## src/rtl/rv32_debug_pkg.sv

```systemverilog
// rv32_debug_pkg: shared run-mode, halt-cause and run-controller state encodings
package rv32_debug_pkg;
    typedef enum logic [1:0] {
        RUN_MODE_FREE  = 2'd0,
        RUN_MODE_STEP  = 2'd1,
        RUN_MODE_BREAK = 2'd2,
        RUN_MODE_RSVD  = 2'd3
    } run_mode_e;
    typedef enum logic [2:0] {
        HALT_NONE       = 3'd0,
        HALT_STEP       = 3'd1,
        HALT_BREAKPOINT = 3'd2,
        HALT_REQUEST    = 3'd3,
        HALT_TIMEOUT    = 3'd4
    } halt_cause_e;
    typedef enum logic [1:0] {
        ST_RESET_HOLD = 2'd0,
        ST_IDLE       = 2'd1,
        ST_RUN        = 2'd2,
        ST_HALTED     = 2'd3
    } run_state_e;
endpackage

```

## src/rtl/breakpoint_match_rv32.sv

```systemverilog
// breakpoint_match_rv32: live pc comparison against all enabled breakpoint entries
module breakpoint_match_rv32 #(
    parameter int PC_WIDTH        = 32,
    parameter int NUM_BREAKPOINTS = 2
) (
    input  logic [PC_WIDTH-1:0]                 pc,
    input  logic [NUM_BREAKPOINTS*PC_WIDTH-1:0] breakpoint_addr,
    input  logic [NUM_BREAKPOINTS-1:0]          breakpoint_valid,
    output logic                                hit
);
    logic [NUM_BREAKPOINTS-1:0] match;
    for (genvar i = 0; i < NUM_BREAKPOINTS; i++) begin : g_cmp
        assign match[i] = breakpoint_valid[i] && pc == breakpoint_addr[i*PC_WIDTH +: PC_WIDTH];
    end
    assign hit = |match;
endmodule

```

## src/rtl/run_control_rv32.sv

```systemverilog
// run_control_rv32: holds the core in reset, then gates core_enable by free-run/step/breakpoint mode
module run_control_rv32
    import rv32_debug_pkg::*;
#(
    parameter int PC_WIDTH        = 32,
    parameter int COUNTER_WIDTH   = 32,
    parameter int NUM_BREAKPOINTS = 2,
    parameter int RESET_CYCLES    = 4,
    parameter int TIMEOUT_CYCLES  = 50
) (
    input  logic                                clock,
    input  logic                                reset,
    input  logic                                start,
    input  logic [1:0]                          mode,
    input  logic [COUNTER_WIDTH-1:0]            step_count,
    input  logic                                halt_request,
    input  logic [PC_WIDTH-1:0]                 pc,
    input  logic [NUM_BREAKPOINTS*PC_WIDTH-1:0] breakpoint_addr,
    input  logic [NUM_BREAKPOINTS-1:0]          breakpoint_valid,
    output logic                                core_reset,
    output logic                                core_enable,
    output logic                                halted,
    output logic [2:0]                          halt_cause,
    output logic [COUNTER_WIDTH-1:0]            cycle_count
);
    localparam int HOLD_W = RESET_CYCLES > 1 ? $clog2(RESET_CYCLES) : 1;

    run_state_e               state, state_next;
    run_mode_e                run_mode, mode_next;
    halt_cause_e              cause, cause_next, stop_cause;
    logic [HOLD_W-1:0]        hold_count, hold_next;
    logic [COUNTER_WIDTH-1:0] remaining, remaining_next, count_next;
    logic                     suppress, suppress_next, enable_next;
    logic                     hit, bp_stop, step_stop, timeout_stop;

    breakpoint_match_rv32 #(
        .PC_WIDTH       (PC_WIDTH),
        .NUM_BREAKPOINTS(NUM_BREAKPOINTS)
    ) u_match (
        .pc              (pc),
        .breakpoint_addr (breakpoint_addr),
        .breakpoint_valid(breakpoint_valid),
        .hit             (hit)
    );

    // suppress masks a breakpoint on the pc we just resumed from
    assign bp_stop      = run_mode == RUN_MODE_BREAK && hit && !suppress;
    assign step_stop    = run_mode == RUN_MODE_STEP && remaining == COUNTER_WIDTH'(1);
    assign timeout_stop = TIMEOUT_CYCLES != 0 &&
                          cycle_count + COUNTER_WIDTH'(1) == COUNTER_WIDTH'(TIMEOUT_CYCLES);
    assign stop_cause   = halt_request ? HALT_REQUEST :
                          bp_stop      ? HALT_BREAKPOINT :
                          step_stop    ? HALT_STEP :
                          timeout_stop ? HALT_TIMEOUT : HALT_NONE;
    assign halted       = state == ST_HALTED;
    assign halt_cause   = cause;

    always_comb begin
        state_next     = state;
        mode_next      = run_mode;
        cause_next     = cause;
        hold_next      = hold_count;
        remaining_next = remaining;
        count_next     = cycle_count;
        suppress_next  = suppress;
        enable_next    = 1'b0;
        case (state)
            ST_RESET_HOLD: begin
                hold_next  = hold_count + HOLD_W'(1);
                state_next = hold_count == HOLD_W'(RESET_CYCLES - 1) ? ST_IDLE : ST_RESET_HOLD;
            end
            ST_IDLE, ST_HALTED: begin
                if (start) begin
                    mode_next      = run_mode_e'(mode);
                    remaining_next = step_count;
                    count_next     = '0;
                    suppress_next  = state == ST_HALTED;
                    if (mode == RUN_MODE_STEP && step_count == '0) begin
                        state_next = ST_HALTED;
                        cause_next = HALT_STEP;
                    end else begin
                        state_next  = ST_RUN;
                        cause_next  = HALT_NONE;
                        enable_next = 1'b1;
                    end
                end
            end
            ST_RUN: begin
                count_next     = &cycle_count ? cycle_count : cycle_count + COUNTER_WIDTH'(1);
                remaining_next = run_mode == RUN_MODE_STEP ? remaining - COUNTER_WIDTH'(1) : remaining;
                suppress_next  = 1'b0;
                state_next     = stop_cause != HALT_NONE ? ST_HALTED : ST_RUN;
                cause_next     = stop_cause;
                enable_next    = stop_cause == HALT_NONE;
            end
            default: state_next = ST_RESET_HOLD;
        endcase
    end

    always_ff @(posedge clock) begin
        if (reset) begin
            state       <= ST_RESET_HOLD;
            run_mode    <= RUN_MODE_FREE;
            cause       <= HALT_NONE;
            hold_count  <= '0;
            remaining   <= '0;
            cycle_count <= '0;
            suppress    <= 1'b0;
            core_enable <= 1'b0;
            core_reset  <= 1'b1;
        end else begin
            state       <= state_next;
            run_mode    <= mode_next;
            cause       <= cause_next;
            hold_count  <= hold_next;
            remaining   <= remaining_next;
            cycle_count <= count_next;
            suppress    <= suppress_next;
            core_enable <= enable_next;
            core_reset  <= state_next == ST_RESET_HOLD;
        end
    end
endmodule

```

## config.mk

```make
export PLATFORM = sky130hd
export DESIGN_NAME = run_control_rv32
export DESIGN_NICKNAME = d
export VERILOG_FILES = /design/src/rtl/rv32_debug_pkg.sv /design/src/rtl/breakpoint_match_rv32.sv /design/src/rtl/run_control_rv32.sv
export SDC_FILE = /design/constraint.sdc
export NUM_CORES = 1
export LEC_CHECK = 0
export BUFFER_PORTS_ARGS = -buffer_cell sky130_fd_sc_hd__buf_4
export CELL_PAD_IN_SITES_DETAIL_PLACEMENT = 1
export CELL_PAD_IN_SITES_GLOBAL_PLACEMENT = 1
export CORE_ASPECT_RATIO = 0.8
export CORE_UTILIZATION = 35
export CTS_CLUSTER_DIAMETER = 60
export DETAILED_ROUTE_END_ITERATION = 8
export PLACE_DENSITY_LB_ADDON = 0.1
export SLEW_MARGIN = 20
export SYNTH_ARGS = -nofsm -noshare
export SYNTH_HDL_FRONTEND = slang
export SYNTH_SLANG_ARGS = --single-unit
```

## constraint.sdc

```tcl
create_clock -name clock -period 3.5 [get_ports clock]
set_clock_uncertainty 0.2 [all_clocks]
set_input_delay 0.35 -clock clock [delete_from_list [all_inputs] [get_ports clock]]
set_output_delay 0.35 -clock clock [all_outputs]
set_load 0.1 [all_outputs]
```

Word level (Yosys, flattened, before mapping)
Index checks and enable logic that the tools add are counted.
{ "word_totals": {"reg_bits": 76, "in_bits": 136, "output_inout_bits": 38, "word_cells": 69} }
{ "op_classes": {"n_addsub": 3, "n_eq_ne": 14, "muxes": 23, "reduce_logical": 20} }
{ "ops": {"columns": ["op", "count"], "rows": [
  ["$mux 32", 4],
  ["$pmux 32 s2", 2],
  ["$eq 32x32->1", 2],
  ["$add 32x1->32 const B", 1],
  ["$eq 32x1->1 const B", 1],
  ["$eq 32x6->1 const B", 1],
  ["$logic_not 32->1", 1],
  ["$reduce_and 32->1", 1],
  ["$sub 32x1->32 const B", 1],
  ["$mux 3", 5],
  ["$eq 2x2->1 const B", 4],
  ["$mux 1", 7],
  ["$eq 2x1->1 const B", 3],
  ["$logic_and 1x1->1", 6],
  ["$ne 2x2->1 const B", 3],
  ["$pmux 2 s3", 1],
  ["$pmux 3 s2", 1],
  ["$reduce_and 3->1", 2],
  ["$logic_not 2->1", 2],
  ["$pmux 1 s2", 2],
  ["$reduce_and 2->1", 2],
  ["$reduce_or 2->1", 2],
  ["$logic_not 3->1", 1],
  ["$reduce_bool 3->1", 1],
  ["4 further kinds", 4]
]} }

Logic depth before layout (Yosys ltp)
{ "logic_depth": {"word_depth": 11, "depth_mapped": 10, "mapped_depth_nobuf": 10} }

Modules after synthesis
A second synthesis with hierarchy kept.
{ "unflattened": {"cells_unflattened": 775, "hier_area_um2": 5609.1} }
{ "by_module_without_submodules": {"columns": ["mod", "n_inst", "cells_each", "area_per_inst_um2", "seq_area_each_um2"], "rows": [
  ["run_control_rv32", 1, 684, 4902.2, 1521.5],
  ["breakpoint_match_rv32", 1, 91, 706.9, 0.0]
]} }

Worst setup path after synthesis
OpenSTA, ideal clock, no wires.
{ "synth_path": {"kind": "flip-flop to flip-flop", "startpoint": "register cycle_count[0]", "endpoint": "register core_enable", "setup_ns": 0.116, "t_arrival_ns": 3.144, "t_required_ns": 3.184, "setup_slack_ns": 0.039, "path_stages_with_launch": 10, "path_buffers": 0, "period_less_slack_ns": 3.461, "path_cell_list": "dfxtp_1 -> ha_1 -> nand3_1 -> or2_2 -> nor3_2 -> xnor2_1 -> o21ai_0 -> nor4_1 -> nand4_1 -> a41o_1"} }
{ "synth_between": {"elab_chain_cells": 8} }
{ "synth_lines": {"columns": ["element", "line", "source"], "rows": [
  ["start: declaration", "run_control_rv32.sv:24", "output logic [COUNTER_WIDTH-1:0] cycle_count"],
  ["start signal: assignment", "run_control_rv32.sv:117", "cycle_count <= count_next;"],
  ["$add 32x1->32", "run_control_rv32.sv:50", "cycle_count + COUNTER_WIDTH'(1) == COUNTER_WIDTH'(TIMEOUT_CYCLES);"],
  ["$eq 32x6->1", "run_control_rv32.sv:50", null],
  ["$mux 3", "run_control_rv32.sv:54", "timeout_stop ? HALT_TIMEOUT : HALT_NONE;"],
  ["$mux 3", "run_control_rv32.sv:53", "step_stop ? HALT_STEP :"],
  ["$mux 3", "run_control_rv32.sv:52", "bp_stop ? HALT_BREAKPOINT :"],
  ["$mux 3", "run_control_rv32.sv:51", "assign stop_cause = halt_request ? HALT_REQUEST :"],
  ["$logic_not 3->1", "run_control_rv32.sv:94", "enable_next = stop_cause == HALT_NONE;"],
  ["$pmux 1 s2", "run_control_rv32.sv:67", "case (state)"],
  ["end signal: assignment", "run_control_rv32.sv:119", "core_enable <= enable_next;"],
  ["end: declaration", "run_control_rv32.sv:21", "output logic core_enable,"]
]} }
Every way passes these cells.
A chain may end at the register's enable or synchronous reset.

Final worst setup path
{ "layout_path": {"startpoint": "register cycle_count[1]", "endpoint": "register core_enable"} }
The elaborated chain is that of the path after synthesis.

==> impl_summary.md <==
Logic synthesis
The cell area that synthesis handed to floorplanning was 0.00556 sq mm. The leading register cell type out of synthesis is sky130_fd_sc_hd__dfxtp_1. Counting every net in the synthesized netlist gives roughly 910. Counting instances in the post-synthesis netlist gives the leading cell types as sky130_fd_sc_hd__nor2_1 (96), sky130_fd_sc_hd__dfxtp_1 (76), sky130_fd_sc_hd__a21oi_1 (66). The number of warnings issued by yosys is 0. The number of cells produced by synthesis is 764. Yosys mapped a number of flops with a built-in enable equal to 0. The sequential area share after synthesis is 0.274. The count of distinct cell types in the synthesized netlist is 66. The average footprint of a synthesized cell is 7.27 sq um. The most common cell in the synthesized netlist is sky130_fd_sc_hd__nor2_1. In the post-synthesis netlist, the biggest area contributors are sky130_fd_sc_hd__dfxtp_1 (27%), sky130_fd_sc_hd__xnor2_1 (10%), sky130_fd_sc_hd__nor2_1 (6.5%), sky130_fd_sc_hd__a21oi_1 (5.9%), sky130_fd_sc_hd__o21ai_0 (5.2%). The post-synthesis async set-or-reset flop share is 0. Of the post-synthesis cell area, the dominant cell type holds 0.274. The largest total area in the synthesized netlist belongs to sky130_fd_sc_hd__dfxtp_1. The flip-flop and latch count after synthesis is 76.

Critical path
The critical path start-end classification is register to register. The source of the worst register-to-register timing path is cycle_count[1]. Walking the worst path, the cells encountered are ha_1 -> nand3_2 -> or2_2 -> nor3_2 -> xnor2_1 -> o21ai_0 -> nor4_1 -> nand4_1 -> a41o_1. The nature of the critical path startpoint is a register. The setup slack of the worst register-to-register path is roughly 0.35 ns. The critical path capture point type is a register.

On the critical path, the stage with the largest delay is an instance of sky130_fd_sc_hd__dfxtp_1. The number of buffer and inverter stages on the critical path is 0. Measured in cells, the most critical reg-to-reg path has a length of 9. Broken down by cell family, the worst path's largest delay share belongs to simple AND/OR/NAND/NOR gates. The data required time at the worst endpoint is 3.54 ns. STA puts the critical path data arrival time at around 3.2 ns. The instance count on the critical path is 9. The largest driver fanout on the critical path is 9.

The reg-to-reg endpoint is core_enable. The largest single stage delay on the critical path is 0.50 ns.

STA
The number of max-slew violations in the final report came to 0. The final critical-path share of the clock period is 0.899. The worst hold slack is 0.0717 ns. The count of endpoints failing hold in the final timing report came to 0. Setup violations remaining at the end of the flow were counted as 0. The slack of the critical path is between 0.3 and 0.4 ns.

The worst slew margin relative to its limit is 0.408. Timing would allow up to ~320 MHz. The clock period could shrink to 3.15 ns.

The transition time at the pin with the least slew margin is 0.889 ns. After routing, the total negative slack on setup checks comes to 0 ns. Setup repair after global routing left no endpoint under its margin.

Clocking
TritonCTS created 9 clock buffers. CTS saw 76 sinks. The maximum level of the CTS H-tree is 3.

Clock-pin slew was measured on the worst setup and hold paths at 0.06 ns. TritonCTS built the clock tree. The insertion delay to the later sink of the worst-skew pair is 0.35 ns. The hold-fix buffer count after cts is 0. The longest clock path from root to sink contains 2 buffers. The cell sitting at the root of the clock tree is a sky130_fd_sc_hd__clkbuf_16.

Global routing
The global route total overflow is 0. The overall routing resource usage is 0.265. The number of global-route vias before repair is 6,500. The largest net degree at the start of global routing is 78.

The number of antenna violations at the first check in global routing is 0. The first global-routing pass estimated around 34,000 um of wire.

Die
The height of the chip is 115 um. The die covers 0.0164 sq mm. The effective utilization at floorplan is 0.364. Pin placement for this block handled ~170 I/O pins. The floorplan step defined a core boundary enclosing 0.0153 sq mm. From left edge to right edge, the die measures 143 um.

The count of standard-cell rows is 40.

Power and ir drop
Power spread over the standard cell area amounts to 316 mW/mm^2. Total power for the finished layout comes to 0.00231 W. The static leakage power is 2.70 nW.

The largest vdd supply drop is roughly 0.19 mV.

Place
At the end of routability-driven placement, the weighted congestion stood at 0.918. The sum of net half-perimeters after detailed placement is 16,400 um. The port buffer count is 173. The pre-CTS setup slack is approximately 0.34 ns.

The post-place instance area is ~0.0071 sq mm.

Run
Across the run, the number of max-cap violations was 0.

Routing
The total DRC errors in the routed layout is 0. The number of violations reported at the end of detailed-routing iteration 0 is just under 500. The mean number of vias per cell is around 5.7.

The overall via count from detail_route is 6,504. The average detailed-routed wire length per instance is 18.8 um. The first detailed-routing pass took 4 iterations.

The count of nets left with antenna violations once routing finished came out at 0. The sum of routed wire length over all layers is 21,300 um.

Hold path
The worst min-delay path endpoint is run_mode[1]. The count of cells along the worst hold path is 3. The worst hold path belongs to the class primary input to register. The startpoint identified for the worst hold timing path is mode[1].

Outcome
The run finished with clean final reports.

Finish
After routing the design area is 0.00733 sq mm. The share of final-layout standard cells stronger than drive strength 1 is 0.251. The fill cell total of the finished layout is between 1,500 and 2,000. The number of antenna cells inserted is 0. In the final design database the tool counted roughly 1,100 nets. The layout overhead on the synthesized area is 31.9%.
## worst max path at each step
stage | endpoint | from
after detailed placement | core_enable | cycle_count[1]
after global routing | state[0] | cycle_count[1]
after global placement | core_enable | cycle_count[1]
after CTS | core_enable | cycle_count[1]
after floorplan | core_enable | cycle_count[0]
final | core_enable | cycle_count[1]
## tightest hold or removal path: stages
cell	delay, ns
sky130_fd_sc_hd__buf_4	0.12
sky130_fd_sc_hd__nand2_1	0.05
sky130_fd_sc_hd__a21oi_1	0.05
## kinds of logic (layout without fill, tap and decap cells)
family | Yosys count | count (layout) | share of synthesized area
AND/OR/NAND/NOR | 349 | 349 | 0.332
adder cells (fa/ha/maj) | 5 | 5 | 0.0113
AO/OA/AOI/OAI | 192 | 192 | 0.206
buffers and inverters | 60 | 219 | 0.0471
XOR/XNOR | 80 | 80 | 0.126
flip-flops | 76 | 76 | 0.274
multiplexers | 2 | 2 | 0.00383
## sequential cells by signal, indices dropped and copies added, names as in the netlist
register / flops
core_reset: 1
core_enable: 1
state: 2
cycle_count: 32
run_mode: 2
halt_cause: 3
hold_count: 2
suppress: 1
remaining: 32
## final cells by class
type                    count  area, sq um  share of cell area
well taps                 210          263              0.0359
multi-input cells         628         3790               0.517
flip-flops and latches     76         1520               0.208
inverters                   9         33.8             0.00461
clock inverters             2         10.0             0.00137
clock buffers              14          254              0.0347
repair buffers            194         1460               0.199
## layout by cell type (no fill, tap or decap), types with 4 or more instances in the layout
cell,netlist,routed
sky130_fd_sc_hd__a211oi_1,12,12
sky130_fd_sc_hd__a21oi_1,66,66
sky130_fd_sc_hd__a22oi_1,6,6
sky130_fd_sc_hd__a311oi_1,5,5
sky130_fd_sc_hd__a31oi_1,14,14
sky130_fd_sc_hd__and2_1,5,5
sky130_fd_sc_hd__and3_1,9,9
sky130_fd_sc_hd__and4_1,5,5
sky130_fd_sc_hd__buf_4,2,194
sky130_fd_sc_hd__clkbuf_1,31,4
sky130_fd_sc_hd__clkbuf_16,0,9
sky130_fd_sc_hd__dfxtp_1,76,76
sky130_fd_sc_hd__ha_1,5,5
sky130_fd_sc_hd__inv_1,9,9
sky130_fd_sc_hd__nand2_1,63,63
sky130_fd_sc_hd__nand3_1,19,18
sky130_fd_sc_hd__nand3b_1,5,5
sky130_fd_sc_hd__nand4_1,39,39
sky130_fd_sc_hd__nor2_1,96,95
sky130_fd_sc_hd__nor3_1,33,33
sky130_fd_sc_hd__nor4_1,27,27
sky130_fd_sc_hd__nor4b_1,5,5
sky130_fd_sc_hd__o21ai_0,58,58
sky130_fd_sc_hd__o22ai_1,5,5
sky130_fd_sc_hd__o31ai_1,5,5
sky130_fd_sc_hd__or2_2,4,4
sky130_fd_sc_hd__or3_1,4,4
sky130_fd_sc_hd__or4_1,8,8
sky130_fd_sc_hd__xnor2_1,65,65
sky130_fd_sc_hd__xor2_1,15,15
## metrics by stage
| stage | instances | util |
|---|---|---|
| after floorplan | 764 | - |
| after global placement | 1117 | 0.462 |
| after detailed placement | 1117 | 0.462 |
| after CTS | 1133 | 0.479 |
| after global routing | 1133 | 0.480 |
| final | 1133 | 0.480 |
## power by group
part	internal, W	switching, W	total (W)	leakage [nW]
Sequential	0.000884	0.0000194	0.000903	0.613
Clock	0.000499	0.000373	0.000872	0.131
Combinational	0.000240	0.000297	0.000537	1.96
## what timing repair did
item                                    in CTS  in global routing
endpoints found under the setup margin       0                  2
resized for setup                            0                  2
endpoints found under the hold margin        0                  0
setup buffers                                0                  0
## metal layers
metal | global-route usage | share of wire | vias to the layer above
li1 | - | - | 3113
met4 | 0.0631 | 0.014 | 0
met5 | 0 | 0 | -
met3 | 0.0598 | 0.058 | 22
met1 | 0.357 | 0.46 | 3178
met2 | 0.428 | 0.47 | 191
Power figures use the tool's default switching activity.
